`src/rtl/spi_mem_port_arbiter_if.sv`:
```
`timescale 1ns/1ps
`default_nettype none
// ============================================================================
// Module   : spi_mem_port_arbiter_if
// Brief    : SPI write port, core burst-read port and memory port bundle.
// Revision : 1.0
// ============================================================================
interface spi_mem_port_arbiter_if #(
  parameter int ADDR_W = 16,
  parameter int DATA_W = 8,
  parameter int LEN_W  = 8
);
  logic              spi_wr_req;
  logic [ADDR_W-1:0] spi_wr_addr;
  logic [DATA_W-1:0] spi_wr_data;
  logic              spi_wr_ack;

  logic              core_rd_req;
  logic [ADDR_W-1:0] core_rd_base;
  logic [LEN_W-1:0]  core_rd_len;
  logic              core_rd_busy;
  logic              core_rd_valid;
  logic [DATA_W-1:0] core_rd_data;
  logic              core_rd_done;

  logic              mem_en;
  logic              mem_we;
  logic [ADDR_W-1:0] mem_addr;
  logic [DATA_W-1:0] mem_wdata;
  logic [DATA_W-1:0] mem_rdata;

  // Arbiter view
  modport slave (
    input  spi_wr_req, spi_wr_addr, spi_wr_data,
    output spi_wr_ack,
    input  core_rd_req, core_rd_base, core_rd_len,
    output core_rd_busy, core_rd_valid, core_rd_data, core_rd_done,
    output mem_en, mem_we, mem_addr, mem_wdata,
    input  mem_rdata
  );

  // Requester / memory view
  modport master (
    output spi_wr_req, spi_wr_addr, spi_wr_data,
    input  spi_wr_ack,
    output core_rd_req, core_rd_base, core_rd_len,
    input  core_rd_busy, core_rd_valid, core_rd_data, core_rd_done,
    input  mem_en, mem_we, mem_addr, mem_wdata,
    output mem_rdata
  );
endinterface
`default_nettype wire

```
`src/rtl/spi_mem_port_arbiter.sv`:
```
`timescale 1ns/1ps
`default_nettype none
// ============================================================================
// Module   : spi_mem_port_arbiter
// Brief    : Round-robin arbiter sharing a single-port memory between one-beat
//            SPI writes and non-preemptible core read bursts.
// Revision : 1.0
// ============================================================================
module spi_mem_port_arbiter #(
  parameter int ADDR_W = 16,
  parameter int DATA_W = 8,
  parameter int LEN_W  = 8
) (
  input wire clk,
  input wire reset,
  spi_mem_port_arbiter_if.slave bus
);

  typedef enum logic [1:0] {
    IDLE       = 2'd0,
    SPI_WR     = 2'd1,
    CORE_RD    = 2'd2,
    CORE_DRAIN = 2'd3
  } state_t;

  state_t            r_state, w_state_next;
  logic              r_last_core, w_last_core_next;
  logic [LEN_W-1:0]  r_remaining, w_remaining_next;
  logic              r_mem_en, w_mem_en_next;
  logic              r_mem_we, w_mem_we_next;
  logic [ADDR_W-1:0] r_mem_addr, w_mem_addr_next;
  logic [DATA_W-1:0] r_mem_wdata, w_mem_wdata_next;
  logic              r_spi_ack, w_spi_ack_next;
  logic              r_busy, w_busy_next;
  logic              r_valid, w_valid_next;
  logic              r_done, w_done_next;

  logic              w_grant_spi;
  logic              w_grant_core;

  // On a tie the side that was not granted last wins.
  assign w_grant_spi  = bus.spi_wr_req & (~bus.core_rd_req | r_last_core);
  assign w_grant_core = bus.core_rd_req & ~w_grant_spi;

  always_comb begin
    w_state_next     = r_state;
    w_last_core_next = r_last_core;
    w_remaining_next = r_remaining;
    w_mem_en_next    = 1'b0;
    w_mem_we_next    = 1'b0;
    w_mem_addr_next  = r_mem_addr;
    w_mem_wdata_next = r_mem_wdata;
    w_spi_ack_next   = 1'b0;
    w_busy_next      = 1'b0;
    w_done_next      = 1'b0;
    // Read data returns one cycle after the read cycle.
    w_valid_next     = r_mem_en & ~r_mem_we;

    case (r_state)
      IDLE: begin
        if (w_grant_spi) begin
          w_state_next     = SPI_WR;
          w_last_core_next = 1'b0;
          w_mem_en_next    = 1'b1;
          w_mem_we_next    = 1'b1;
          w_mem_addr_next  = bus.spi_wr_addr;
          w_mem_wdata_next = bus.spi_wr_data;
          w_spi_ack_next   = 1'b1;
        end else if (w_grant_core) begin
          w_state_next     = CORE_RD;
          w_last_core_next = 1'b1;
          w_remaining_next = bus.core_rd_len;
          w_mem_en_next    = (bus.core_rd_len != '0);
          w_mem_addr_next  = bus.core_rd_base;
          w_busy_next      = 1'b1;
          w_done_next      = (bus.core_rd_len == '0);
        end
      end

      SPI_WR: begin
        w_state_next = IDLE;
      end

      CORE_RD: begin
        // A zero-length burst spends its single done cycle here.
        if (r_remaining == '0) begin
          w_state_next = IDLE;
        end else if (r_remaining == LEN_W'(1)) begin
          w_state_next = CORE_DRAIN;
          w_busy_next  = 1'b1;
          w_done_next  = 1'b1;
        end else begin
          w_remaining_next = r_remaining - LEN_W'(1);
          w_mem_addr_next  = r_mem_addr + ADDR_W'(1);
          w_mem_en_next    = 1'b1;
          w_busy_next      = 1'b1;
        end
      end

      CORE_DRAIN: begin
        w_state_next = IDLE;
      end

      default: begin
        w_state_next = IDLE;
      end
    endcase
  end

  always_ff @(posedge clk or posedge reset) begin
    if (reset) begin
      r_state     <= IDLE;
      r_last_core <= 1'b1;
      r_remaining <= '0;
      r_mem_en    <= 1'b0;
      r_mem_we    <= 1'b0;
      r_mem_addr  <= '0;
      r_mem_wdata <= '0;
      r_spi_ack   <= 1'b0;
      r_busy      <= 1'b0;
      r_valid     <= 1'b0;
      r_done      <= 1'b0;
    end else begin
      r_state     <= w_state_next;
      r_last_core <= w_last_core_next;
      r_remaining <= w_remaining_next;
      r_mem_en    <= w_mem_en_next;
      r_mem_we    <= w_mem_we_next;
      r_mem_addr  <= w_mem_addr_next;
      r_mem_wdata <= w_mem_wdata_next;
      r_spi_ack   <= w_spi_ack_next;
      r_busy      <= w_busy_next;
      r_valid     <= w_valid_next;
      r_done      <= w_done_next;
    end
  end

  assign bus.mem_en        = r_mem_en;
  assign bus.mem_we        = r_mem_we;
  assign bus.mem_addr      = r_mem_addr;
  assign bus.mem_wdata     = r_mem_wdata;
  assign bus.spi_wr_ack    = r_spi_ack;
  assign bus.core_rd_busy  = r_busy;
  assign bus.core_rd_valid = r_valid;
  assign bus.core_rd_done  = r_done;
  assign bus.core_rd_data  = bus.mem_rdata;

endmodule
`default_nettype wire

```
`src/flat_wrapper.sv`:
```
// flat-port wrapper written by rule: the top's interface ports become plain ports
module spi_mem_port_arbiter_flat 
#(
  parameter int ADDR_W = 16,
  parameter int DATA_W = 8,
  parameter int LEN_W  = 8
)
  (clk, reset, bus_spi_wr_req, bus_spi_wr_addr, bus_spi_wr_data, bus_spi_wr_ack, bus_core_rd_req, bus_core_rd_base, bus_core_rd_len, bus_core_rd_busy, bus_core_rd_valid, bus_core_rd_data, bus_core_rd_done, bus_mem_en, bus_mem_we, bus_mem_addr, bus_mem_wdata, bus_mem_rdata);
  spi_mem_port_arbiter_if #(.ADDR_W(ADDR_W), .DATA_W(DATA_W), .LEN_W(LEN_W)) bus_i ();
  input wire clk;
  input wire reset;
  input wire logic [$bits(bus_i.spi_wr_req)-1:0] bus_spi_wr_req;
  input wire logic [$bits(bus_i.spi_wr_addr)-1:0] bus_spi_wr_addr;
  input wire logic [$bits(bus_i.spi_wr_data)-1:0] bus_spi_wr_data;
  output wire logic [$bits(bus_i.spi_wr_ack)-1:0] bus_spi_wr_ack;
  input wire logic [$bits(bus_i.core_rd_req)-1:0] bus_core_rd_req;
  input wire logic [$bits(bus_i.core_rd_base)-1:0] bus_core_rd_base;
  input wire logic [$bits(bus_i.core_rd_len)-1:0] bus_core_rd_len;
  output wire logic [$bits(bus_i.core_rd_busy)-1:0] bus_core_rd_busy;
  output wire logic [$bits(bus_i.core_rd_valid)-1:0] bus_core_rd_valid;
  output wire logic [$bits(bus_i.core_rd_data)-1:0] bus_core_rd_data;
  output wire logic [$bits(bus_i.core_rd_done)-1:0] bus_core_rd_done;
  output wire logic [$bits(bus_i.mem_en)-1:0] bus_mem_en;
  output wire logic [$bits(bus_i.mem_we)-1:0] bus_mem_we;
  output wire logic [$bits(bus_i.mem_addr)-1:0] bus_mem_addr;
  output wire logic [$bits(bus_i.mem_wdata)-1:0] bus_mem_wdata;
  input wire logic [$bits(bus_i.mem_rdata)-1:0] bus_mem_rdata;
  assign bus_i.spi_wr_req = bus_spi_wr_req;
  assign bus_i.spi_wr_addr = bus_spi_wr_addr;
  assign bus_i.spi_wr_data = bus_spi_wr_data;
  assign bus_spi_wr_ack = bus_i.spi_wr_ack;
  assign bus_i.core_rd_req = bus_core_rd_req;
  assign bus_i.core_rd_base = bus_core_rd_base;
  assign bus_i.core_rd_len = bus_core_rd_len;
  assign bus_core_rd_busy = bus_i.core_rd_busy;
  assign bus_core_rd_valid = bus_i.core_rd_valid;
  assign bus_core_rd_data = bus_i.core_rd_data;
  assign bus_core_rd_done = bus_i.core_rd_done;
  assign bus_mem_en = bus_i.mem_en;
  assign bus_mem_we = bus_i.mem_we;
  assign bus_mem_addr = bus_i.mem_addr;
  assign bus_mem_wdata = bus_i.mem_wdata;
  assign bus_i.mem_rdata = bus_mem_rdata;
  spi_mem_port_arbiter #(.ADDR_W(ADDR_W), .DATA_W(DATA_W), .LEN_W(LEN_W)) u_core (.clk(clk), .reset(reset), .bus(bus_i));
endmodule
```
`config.mk`:
```
export PLATFORM = sky130hd
export DESIGN_NAME = spi_mem_port_arbiter_flat
export DESIGN_NICKNAME = d
export VERILOG_FILES = /design/src/rtl/spi_mem_port_arbiter_if.sv /design/src/rtl/spi_mem_port_arbiter.sv /design/src/flat_wrapper.sv
export SDC_FILE = /design/constraint.sdc
export NUM_CORES = 1
export LEC_CHECK = 0
export BUFFER_PORTS_ARGS = -buffer_cell sky130_fd_sc_hd__buf_2
export CAP_MARGIN = 20
export CORE_MARGIN = 4
export CORE_UTILIZATION = 49
export CTS_CLUSTER_DIAMETER = 30
export DETAILED_ROUTE_END_ITERATION = 10
export GPL_TIMING_DRIVEN = 0
export PLACE_DENSITY = 0.81
export SLEW_MARGIN = 20
export SYNTH_ARGS = -nofsm -noshare
export SYNTH_HDL_FRONTEND = slang
export SYNTH_SLANG_ARGS = --single-unit
```
`constraint.sdc`:
```
create_clock -name clk -period 2.25 [get_ports clk]
set_clock_uncertainty 0.15 [all_clocks]
set_input_delay 0.1125 -clock clk [delete_from_list [all_inputs] [get_ports clk]]
set_output_delay 0.1125 -clock clk [all_outputs]
set_load 0.01 [all_outputs]
```
==> results of run 1 <==
[final cells by class]
type | count | area [µm²] | area share, %
Multi-Input combinational cell | 181 | 1240 | 38.5
Sequential cell | 40 | 1000 | 31.1
Timing Repair Buffer | 105 | 616 | 19.1
Buffer | 22 | 161 | 5.02
Tap cell | 67 | 83.8 | 2.60
Clock buffer | 6 | 82.6 | 2.57
Inverter | 6 | 22.5 | 0.700
Clock inverter | 2 | 10.0 | 0.311
[cell usage in the layout, fill, tap and decap left out, types with 2 or more instances in the layout]
cell and count:
a211oi_1 2, nor4_4 2, a21o_1 3, nor2b_1 2, dlygate4sd3_1 15, ha_1 3, a22o_1 5, clkbuf_1 4
nand3_1 10, a22oi_1 3, clkinv_2 2, dfrtp_1 39, nand2_1 21, o21ai_1 2, buf_2 92, mux2i_1 8
nor2_1 13, buf_6 5, nand4_1 3, nor4_1 3, clkbuf_8 6, mux2_2 18, o21ai_0 18, o31ai_1 2
o2bb2ai_1 4, nor3_1 6, buf_4 10, inv_1 5, o22ai_1 7, a21oi_1 27, o21ai_2 2
[layer usage]
| metal | routed length, µm | GRT usage (%) | up-vias |
|---|---|---|---|
| met5 | 0 | 0 | - |
| met4 | 123 | 7.17 | 0 |
| met3 | 392 | 4.36 | 14 |
| met2 | 3260 | 36.7 | 91 |
| met1 | 2660 | 27.1 | 1101 |
| li1 | - | - | 1143 |
[sequential cells by signal, summed over array words and instances, names as in the netlist]
signal                    flops
u_core.r_remaining            8
u_core.bus.core_rd_valid      1
u_core.r_last_core            1
u_core.r_state                2
u_core.bus.mem_wdata          8
u_core.bus.mem_en             1
u_core.bus.mem_addr          16
u_core.bus.core_rd_busy       1
u_core.bus.core_rd_done       1
u_core.bus.mem_we             1
[timing repair]
item / CTS / global route
setup endpoints to repair: 0 / 1
endpoints found under the hold margin: 55 / 0
hold buffers: 15 / 0
[per-stage QoR]
stage	worst slack, ns	utilization (%)	hold WS, ns
global route	0.00137	67.7	0.0106
global placement	0.172	62.2	0.196
detailed placement	0.115	62.6	-0.115
floorplan	0.292	-	0.102
CTS	0.122	67.7	0.00758
finish	0.142	67.7	0.0103
[worst reg2reg max path, cell delays in order (launching register included)]
cell and delay, ns:
dfrtp_1 0.40, inv_1 0.08, ha_1 0.26, o211a_4 0.30
a211oi_4 0.29, buf_6 0.19, mux2i_1 0.22, o41ai_1 0.10
[how the worst max path moves through the flow]
stage                                     start  slack, ns                      end  depth (start not counted)
after global placement    u_core.r_remaining[0]       0.17   u_core.bus.mem_addr[8]                          7
after floorplan           u_core.r_remaining[0]       0.29  u_core.bus.mem_addr[15]                          7
final                           bus_core_rd_req       0.14   u_core.bus.mem_addr[1]                          8
after global routing      u_core.r_remaining[0]      0.001   u_core.bus.mem_addr[0]                          7
after CTS                 u_core.r_remaining[0]       0.12   u_core.bus.mem_addr[0]                          7
after detailed placement  u_core.r_remaining[0]       0.11   u_core.bus.mem_addr[0]                          7
[cell families (layout without fill, tap and decap cells)]
| logic type | Yosys count | in the layout |
|---|---|---|
| AOI/OAI and AO/OA | 84 | 84 |
| adders and majority gates | 3 | 3 |
| and+or+nand+nor | 68 | 68 |
| DFF | 40 | 40 |
| buffers and inverters | 28 | 141 |
| muxes | 26 | 26 |
[power groups by stage]
stage               clock network [mW]  logic (mW)  registers [mW]
finish                           0.490        2.24            1.46
global route                     0.533        2.48            1.51
CTS                              0.495        2.24            1.45
detailed placement                   0        2.21            1.46
global placement                     0        2.15            1.44
floorplan                            0        1.44            1.52
==> metrics.cfg, run 1 <==
[logic_synthesis]
synth_compound_gate_area_share_pct = 22.5
synth_top_area_cell = dfrtp_1
synth_common_cells = 39 x dfrtp_1, 27 x a21oi_1, 21 x nand2_1
ys_async_sr_fraction_pct = 100
synthCells = 249
synth.most_common_cell = dfrtp_1
synth.area.top_cells = dfrtp_1 40%, mux2_2 8.4%, a21oi_1 5.6%
synth_xor_area_share_pct = 0
ys.warnings.count = 0
synthAdderAreaFrac_pct = 1.55
synth_top_area_share_pct = 40.2
syn_area_per_cell_um2 = 9.74
synth_cell_type_count = 46
synth-simple-area-share_pct = 15.4
synth_top_family_by_area = compound AO/OA/AOI/OAI gates
yosys_register_bits = 40
syn_area_mm2 = 0.00243
synth_edf_count = 0
synth_mux_area_share_pct = 11.7
syn_nets = 312
synth_flop_cell = dfrtp_1
yosysSeqAreaShare_pct = 41.3

[cells_and_area]
fin_area_mm2 = 0.00322
fill_cells = 408
fin_cells = 429
antenna_cells = 0
drive_gt1_share_pct = 40.3
syn2layout_area_growth_pct = 32.6
final_nets = 424

[detailed_routing]
vias = 2349
routed_via_density = 5.48
drc = 0
drtIter0Drc = 220
drt_first_pass_iters = 4
drt_wl_total_um = 6440
postRouteAntennaNets = 0
wl_per_cell_um = 15.0

[power_and_ir_drop]
pwr-share-comb_pct = 53.5
power_density_mw_per_mm2 = 1300
p_leak_nw = 1.51
swShare_pct = 44.8
totalPowerFinal_mw = 4.19
max-vdd-ir-drop_v = 0.000701
sequentialPowerShare_pct = 34.8
intPower_mw = 2.31
clkPwrFrac_pct = 11.7
p_switching_mw = 1.88

[worst_setup_path]
r2r_cells = 7
critPathBufInv = 4
r2r_slack_ns = 0.15
crit_family = buffers and inverters
cp.arrival_ns = 2.13
crit_path_cell_trace = dlygate4sd3_1 > buf_2 > inv_1 > o21ai_2 > buf_6 > mux2i_1 > o21ai_0 > mux2_2
start_kind = primary input
endpoint_kind = register
r2r-end = u_core.bus.mem_addr[0]
crit_fanout = 10
crit_type = in -> reg
critPathMaxStageDelay_ns = 0.52
crit_slowest_cell = dlygate4sd3_1
worstPathRequired_ns = 2.28
r2r_start = u_core.r_remaining[0]

[min_path]
min_path_type = in -> reg
hold_start = bus_core_rd_len[6]
hold_depth = 3
min_to = u_core.r_remaining[6]

[sta]
max_slew_margin_pct = 63.0
max_freq_mhz = 474
rsz0062_at_grt = false
hold_viol_final = 0
setup_viol = 0
finalCritPeriodShare_pct = 93.7
worst_pin_slew_ns = 0.554
fin_crit_ns = 2.11
slew_viol_final = 0
setup_tns_ns = 0

[global_routing]
antenna_found_initial = 0
grt_overflow_total = 0
grt_use_total_pct = 21.5
grt_pass1_vias = 2318
grt_start_max_net_pins = 34
grt_pass1_wl_um = 10600

[place]
placed_area_mm2 = 0.00298
gp_congestion = 0.907
dp.cells = 406
dp_hpwl_um = 4780
io_buffers = 89

[clocking]
ctsLongestPathBuffers = 2
cts_setup_buffers = 0
insertion_delay_ns = 0.29
ctsHtreeMaxLevel = 2
cts.sinks = 40
cts_root_buf = clkbuf_8
clk_pin_slew_worst_paths_ns = 0.07
cts_tree = done
ctsResizeCount = 0
cts_buffers = 5

[floorplanning]
coreArea_mm2 = 0.00475
die_h_um = 78.4
ioPinCount = 98
die_width_um = 78.4
row_count = 25
die-area_mm2 = 0.00614
start_util_pct = 51.0

[outcome]
status = completed

[flow_run]
cap_violations = 0

Power figures use the tool's default switching activity.
==> inputs of run 2 (changes only) <==
--- a/config.mk
+++ b/config.mk
@@ -8,11 +8,12 @@
 export BUFFER_PORTS_ARGS = -buffer_cell sky130_fd_sc_hd__buf_2
 export CAP_MARGIN = 20
 export CORE_MARGIN = 4
-export CORE_UTILIZATION = 49
+export CORE_UTILIZATION = 50
+export CTS_BUF_LIST = sky130_fd_sc_hd__clkbuf_4 sky130_fd_sc_hd__clkbuf_8
 export CTS_CLUSTER_DIAMETER = 30
 export DETAILED_ROUTE_END_ITERATION = 10
 export GPL_TIMING_DRIVEN = 0
-export PLACE_DENSITY = 0.81
+export PLACE_DENSITY = 0.82
 export SLEW_MARGIN = 20
 export SYNTH_ARGS = -nofsm -noshare
 export SYNTH_HDL_FRONTEND = slang
==> metrics.cfg, run 2 (synthesis results as in run 1) <==
[power_and_ir_drop]
power_density_mw_per_mm2 = 1300  ; -0.21%
max-vdd-ir-drop_v = 0.000537  ; -23%
totalPowerFinal_mw = 4.21  ; +0.49%
p_leak_nw = 1.51  ; -0.15%

[clocking]
ctsLongestPathBuffers = 2  ; unchanged
cts_tree = done
cts_buffers = 5  ; unchanged
ctsHtreeMaxLevel = 2  ; unchanged
cts_root_buf = clkbuf_8
cts.sinks = 40  ; unchanged
insertion_delay_ns = 0.30  ; about the same
clk_pin_slew_worst_paths_ns = 0.08  ; about the same
cts_setup_buffers = 0  ; unchanged

[sta]
setup_tns_ns = 0  ; unchanged
fin_crit_ns = 2.11  ; +0.00171 ns
slew_viol_final = 0  ; unchanged
worst_pin_slew_ns = 0.544  ; -0.0101 ns
setup_viol = 0  ; unchanged
rsz0062_at_grt = false
max_slew_margin_pct = 63.7  ; +0.68 points
finalCritPeriodShare_pct = 93.8  ; about the same
hold_viol_final = 0  ; unchanged
max_freq_mhz = 474  ; about the same

[worst_setup_path]
r2r_slack_ns = 0.14  ; about the same
worstPathRequired_ns = 2.30  ; +0.02 ns
r2r_start = u_core.r_remaining[0]
endpoint_kind = register
crit_fanout = 10  ; unchanged
r2r-end = u_core.bus.mem_addr[12]
crit_type = reg -> reg
start_kind = register
r2r_cells = 7  ; unchanged
cp.arrival_ns = 2.16  ; +0.03 ns

[cells_and_area]
largest_register_ffs = 16  ; unchanged
syn2layout_area_growth_pct = 33.6
final_nets = 425  ; +0.24%
antenna_cells = 0  ; unchanged
final_cell_mix = 92 x buf_2, 39 x dfrtp_1, 27 x a21oi_1
layout_commonest_cell = buf_2
drive_gt1_share_pct = 40.2  ; -0.11 points

[place]
gp_congestion = 0.907  ; about the same
dp_hpwl_um = 4730  ; -1.1%
io_buffers = 89  ; unchanged

[floorplanning]
coreArea_mm2 = 0.00472  ; -0.66%
ioPinCount = 98  ; unchanged
row_count = 25  ; unchanged
die-area_mm2 = 0.00603  ; -1.8%
die_width_um = 77.7  ; -0.91%
start_util_pct = 51.4  ; +0.34 points
die_h_um = 77.7  ; -0.91%

[detailed_routing]
drt_first_pass_iters = 4  ; unchanged
wl_per_cell_um = 15.0  ; +0.17%
postRouteAntennaNets = 0  ; unchanged
drtIter0Drc = 190  ; -14%
routed_via_density = 5.56  ; +1.6%
drc = 0  ; unchanged
vias = 2392  ; +1.8%
drt_wl_total_um = 6460  ; +0.40%

[global_routing]
grt_pass1_wl_um = 10900  ; +3.2%
grt_start_max_net_pins = 27  ; -21%
grt_overflow_total = 0  ; unchanged
grt_use_total_pct = 22.3  ; +0.80 points
grt_pass1_vias = 2316  ; -0.086%
antenna_found_initial = 0  ; unchanged

[min_path]
min_path_type = in -> reg
hold_depth = 3  ; unchanged
min_to = u_core.r_remaining[7]
hold_start = bus_core_rd_len[7]

[flow_run]
cap_violations = 0  ; unchanged

[outcome]
status = completed

## run 2: cell count changes in the layout (fill, tap and decap cells not counted), sizes merged
cell	delta
clkinv	-2
clkinvlp	+2
dlygate4sd3	+1
## run 2: cell type report
| cell class | instances | area (µm²) |
|---|---|---|
| Clock inverter | 2 | 15.0 |
| Tap cell | 67 | 83.8 |
| Clock buffer | 6 | 82.6 |
| Inverter | 6 | 22.5 |
| Buffer | 22 | 161 |
| Fill cell | 381 | 1480 |
| Multi-Input combinational cell | 181 | 1250 |
| Sequential cell | 40 | 1000 |
| Timing Repair Buffer | 106 | 626 |
## run 2: worst max path at each step
stage                          startpoint                      end  slack (ns)  cells past startpoint
floorplan           u_core.r_remaining[0]  u_core.bus.mem_addr[15]        0.29                      7
global placement    u_core.r_remaining[0]   u_core.bus.mem_addr[0]        0.17                      7
detailed placement  u_core.r_remaining[0]   u_core.bus.mem_addr[8]        0.12                      7
CTS                 u_core.r_remaining[0]   u_core.bus.mem_addr[8]        0.11                      7
global route        u_core.r_remaining[0]   u_core.bus.mem_addr[0]       0.008                      7
finish              u_core.r_remaining[0]  u_core.bus.mem_addr[12]        0.14                      7
## run 2: per-layer routing
metal | GRT usage (%) | share of wire [%] | wire (µm) | vias to the layer above
li1 | - | - | - | 1143
met1 | 29.5 | 41 | 2660 | 1129
met2 | 37.2 | 50 | 3250 | 110
met3 | 3.94 | 6.9 | 446 | 10
met4 | 6.58 | 1.6 | 103 | 0
met5 | 0 | 0 | 0 | -
## run 2: power breakdown
group	internal, mW	total (mW)	switching [mW]
clock	0.248	0.512	0.264
combinational	0.988	2.24	1.25
sequential	1.08	1.46	0.377
total	2.32	4.21	1.89
## run 2: worst max-delay path: stages (launching register included)
cell      delay (ns)
dfrtp_1         0.41
inv_1           0.08
ha_1            0.27
o211a_4         0.31
a211oi_4        0.28
buf_6           0.19
nand2_1         0.07
a22o_1          0.24
## run 2: per-stage QoR
step                      hold slack, ns  utilization, %  cell area, µm²  cells  setup WS, ns
final                             0.0144            68.6            3240    430         0.140
after global routing              0.0490            68.6            3240    430       0.00830
after CTS                         0.0140            68.5            3230    430         0.112
after floorplan                    0.102               -            2430    249         0.292
after global placement             0.196            62.6            2960    405         0.174
after detailed placement         -0.0426            63.0            2980    406         0.123
## run 2: timing repair
action                                  in CTS  in global routing
hold buffers                                16                  0
endpoints found under the setup margin       0                  2
hold endpoints to repair                    57                  0
resized for setup                            0                  1
==> inputs of run 3 (changes only) <==
--- a/config.mk
+++ b/config.mk
@@ -5,15 +5,16 @@
 export SDC_FILE = /design/constraint.sdc
 export NUM_CORES = 1
 export LEC_CHECK = 0
+export ABC_AREA = 1
 export BUFFER_PORTS_ARGS = -buffer_cell sky130_fd_sc_hd__buf_2
 export CAP_MARGIN = 20
 export CORE_MARGIN = 4
-export CORE_UTILIZATION = 50
+export CORE_UTILIZATION = 51
 export CTS_BUF_LIST = sky130_fd_sc_hd__clkbuf_4 sky130_fd_sc_hd__clkbuf_8
 export CTS_CLUSTER_DIAMETER = 30
 export DETAILED_ROUTE_END_ITERATION = 10
 export GPL_TIMING_DRIVEN = 0
-export PLACE_DENSITY = 0.82
+export PLACE_DENSITY = 0.83
 export SLEW_MARGIN = 20
 export SYNTH_ARGS = -nofsm -noshare
 export SYNTH_HDL_FRONTEND = slang
==> metrics.cfg, run 3 <==
[logic_synthesis]
yosys_register_bits = 40  ; unchanged
syn_nets = 442  ; +42%
synth_top_area_cell = dfrtp_1
synth_edf_count = 0  ; unchanged
ys_async_sr_fraction_pct = 100  ; unchanged
synth_top_area_share_pct = 37.9  ; -2.3 points
yosysSeqAreaShare_pct = 39.0  ; -2.4 points
syn_area_per_cell_um2 = 6.79  ; -30%
synth_flop_cell = dfrtp_1
synth.most_common_cell = nand2_1
ys.warnings.count = 0  ; unchanged
synthCells = 379  ; +52%
synth_cell_type_count = 31  ; -33%
synth_common_cells = 132 x nand2_1, 50 x nor2_1, 39 x dfrtp_1
synth.area.top_cells = dfrtp_1 38%, nand2_1 19%, nor2_1 7.3%
syn_area_mm2 = 0.00257  ; +6.0%

[worst_setup_path]
crit_fanout = 10  ; unchanged
crit_path_cell_trace = inv_1 > nand2_1 > nand2_2 > inv_2 > buf_2 > nor2_1 > o21ai_0 > nand2_1 > nand2_1
crit_path_frequent_cell = nand2_1
critPathBufInv = 3  ; +1
crit_type = reg -> reg
crit_family = flip-flops
cp.arrival_ns = 1.93  ; -0.23 ns
r2r_cells = 9  ; +2
critPathMaxStageDelay_ns = 0.53  ; +0.12 ns
endpoint_kind = register
r2r_start = u_core.r_last_core
crit_slowest_cell = dfstp_2
r2r-end = u_core.bus.mem_addr[10]
start_kind = register
worstPathRequired_ns = 2.34  ; +0.04 ns
r2r_slack_ns = 0.42  ; +0.28 ns

[clocking]
cts_tree = done
ctsResizeCount = 0  ; unchanged
cts_root_buf = clkbuf_8
cts_buffers = 5  ; unchanged
ctsLongestPathBuffers = 2  ; unchanged
clk_pin_slew_worst_paths_ns = 0.08  ; about the same
insertion_delay_ns = 0.30  ; about the same
ctsHtreeMaxLevel = 2  ; unchanged
cts.sinks = 40  ; unchanged
cts_setup_buffers = 0  ; unchanged

[min_path]
hold_depth = 5  ; +2
min_to = u_core.r_remaining[2]
min_path_type = in -> reg
hold_start = bus_core_rd_len[2]

[cells_and_area]
fill_cells = 437  ; +15%
final_cell_mix = 132 x nand2_1, 96 x buf_2, 50 x nor2_1
syn2layout_area_growth_pct = 30.9
layout_commonest_cell = nand2_1
antenna_cells = 0  ; unchanged
final_nets = 552  ; +30%
fin_area_mm2 = 0.00337  ; +3.9%
largest_register_ffs = 16  ; unchanged
drive_gt1_share_pct = 27.6  ; -13 points

[floorplanning]
row_count = 25  ; unchanged
die_h_um = 79.0  ; +1.8%
coreArea_mm2 = 0.00482  ; +2.0%
start_util_pct = 53.4  ; +2.0 points
die_width_um = 79.0  ; +1.8%
die-area_mm2 = 0.00624  ; +3.5%
ioPinCount = 98  ; unchanged

[place]
gp_congestion = 0.900  ; -0.76%
dp_hpwl_um = 5320  ; +12%
placed_area_mm2 = 0.00312  ; +4.9%
pre_cts_slack_ns = 0.420  ; +0.297 ns
io_buffers = 89  ; unchanged

[global_routing]
antenna_found_initial = 0  ; unchanged
grt_start_max_net_pins = 32  ; +19%
grt_pass1_vias = 2754  ; +19%
grt_pass1_wl_um = 12400  ; +13%
grt_use_total_pct = 25.1  ; +2.8 points
grt_overflow_total = 0  ; unchanged

[detailed_routing]
routed_via_density = 5.10  ; -8.2%
wl_per_cell_um = 13.1  ; -13%
drt_wl_total_um = 7320  ; +13%
postRouteAntennaNets = 0  ; unchanged
drt_first_pass_iters = 4  ; unchanged
vias = 2843  ; +19%
drtIter0Drc = 198  ; +4.2%
drc = 0  ; unchanged

[flow_run]
cap_violations = 0  ; unchanged

[sta]
hold_viol_final = 0  ; unchanged
slew_viol_final = 0  ; unchanged
finalCritPeriodShare_pct = 81.5  ; -12 points
setup_tns_ns = 0  ; unchanged
setup_ws_ns = 0.416  ; +0.275 ns
max_slew_margin_pct = 67.2  ; +3.5 points
rsz0062_at_grt = false
worst_pin_slew_ns = 0.492  ; -0.0526 ns
max_freq_mhz = 545  ; +15%
setup_viol = 0  ; unchanged
fin_crit_ns = 1.83  ; -0.275 ns

[power_and_ir_drop]
p_leak_nw = 1.86  ; +23%
power_density_mw_per_mm2 = 1290  ; -0.91%
max-vdd-ir-drop_v = 0.000656  ; +22%

[outcome]
status = completed

-- run 3: cell count changes in the layout (fill, tap and decap cells not counted), sizes merged, moves of 4 or more --
cell,previous run,this run
nor2,13,51
a22o,5,0
o21ai,22,44
nand2,21,137
inv,6,35
nor4,5,0
o2bb2ai,4,0
o22ai,7,3
a21oi,27,7
nor3,6,0
mux2,18,0
nand3,12,22
mux2i,8,0
-- run 3: final cells by class --
cell class / instances / area (µm²) / area share (%)
plain buffers: 20 / 133 / 3.94
repair buffers: 103 / 596 / 17.7
multi-input cells: 284 / 1300 / 38.6
clock inverters: 3 / 46.3 / 1.37
inverters: 35 / 136 / 4.05
flip-flops and latches: 40 / 1000 / 29.8
well taps: 67 / 83.8 / 2.49
clock buffers: 5 / 68.8 / 2.04
-- run 3: worst reg2reg max path: stages (launching register included) --
cell and delay (ns):
dfstp_2 0.53, inv_1 0.04, nand2_1 0.06, nand2_2 0.14, inv_2 0.20, buf_2 0.27, nor2_1 0.06, o21ai_0 0.18
nand2_1 0.08, nand2_1 0.07
-- run 3: repair_timing --
item                                    in CTS  in global routing
hold buffers                                13                  0
endpoints found under the setup margin       0                  0
endpoints found under the hold margin       51                  0
-- run 3: logic make-up (layout without fill, tap and decap cells) --
kind of cell	count (synthesis)	after routing	share of synthesized area, %
xor gates and xnor gates	1	1	0.341
DFF	40	40	39.0
adders and majority gates	3	3	1.46
buffers and inverters	55	166	10.5
AOI/OAI and AO/OA	64	64	14.4
and+or+nand+nor	216	216	34.4
-- run 3: worst max-delay path by stage --
stage / start / endpoint / slack (ns) / cells past startpoint
4_1_cts: u_core.r_last_core / u_core.bus.mem_addr[13] / 0.40 / 9
3_3_place_gp: u_core.r_last_core / u_core.bus.mem_addr[13] / 0.46 / 9
2_1_floorplan: u_core.r_remaining[0] / u_core.r_remaining[0] / 0.65 / 10
5_1_grt: u_core.r_last_core / u_core.bus.mem_addr[10] / 0.25 / 9
6_report: u_core.r_last_core / u_core.bus.mem_addr[10] / 0.42 / 9
3_5_place_dp: u_core.r_last_core / u_core.bus.mem_addr[13] / 0.42 / 9
-- run 3: through the flow --
stage                     hold slack (ns)  util [%]  instances  power [mW]
after global routing               0.0356      69.9        557        4.79
after global placement              0.156      64.4        535        3.61
after detailed placement           -0.100      64.8        536        3.70
after floorplan                    0.0721         -        379        3.00
final                             0.00456      69.9        557        4.34
after CTS                         0.00342      69.9        557        4.33
-- run 3: routing by layer --
| layer | vias to the layer above | GRT usage (%) | routed length [µm] |
|---|---|---|---|
| li1 | 1426 | - | - |
| met1 | 1298 | 30.6 | 2860 |
| met2 | 96 | 43.4 | 3780 |
| met3 | 23 | 4.31 | 455 |
| met4 | 0 | 11.0 | 233 |
| met5 | - | 0 | 0 |
-- run 3: power by group --
part | leakage [nW] | internal (mW) | total, mW | switching, mW
clock network | 0.0548 | 0.334 | 0.604 | 0.270
registers | 0.488 | 1.07 | 1.38 | 0.311
logic | 1.31 | 0.913 | 2.36 | 1.44
total | 1.86 | 2.31 | 4.34 | 2.02
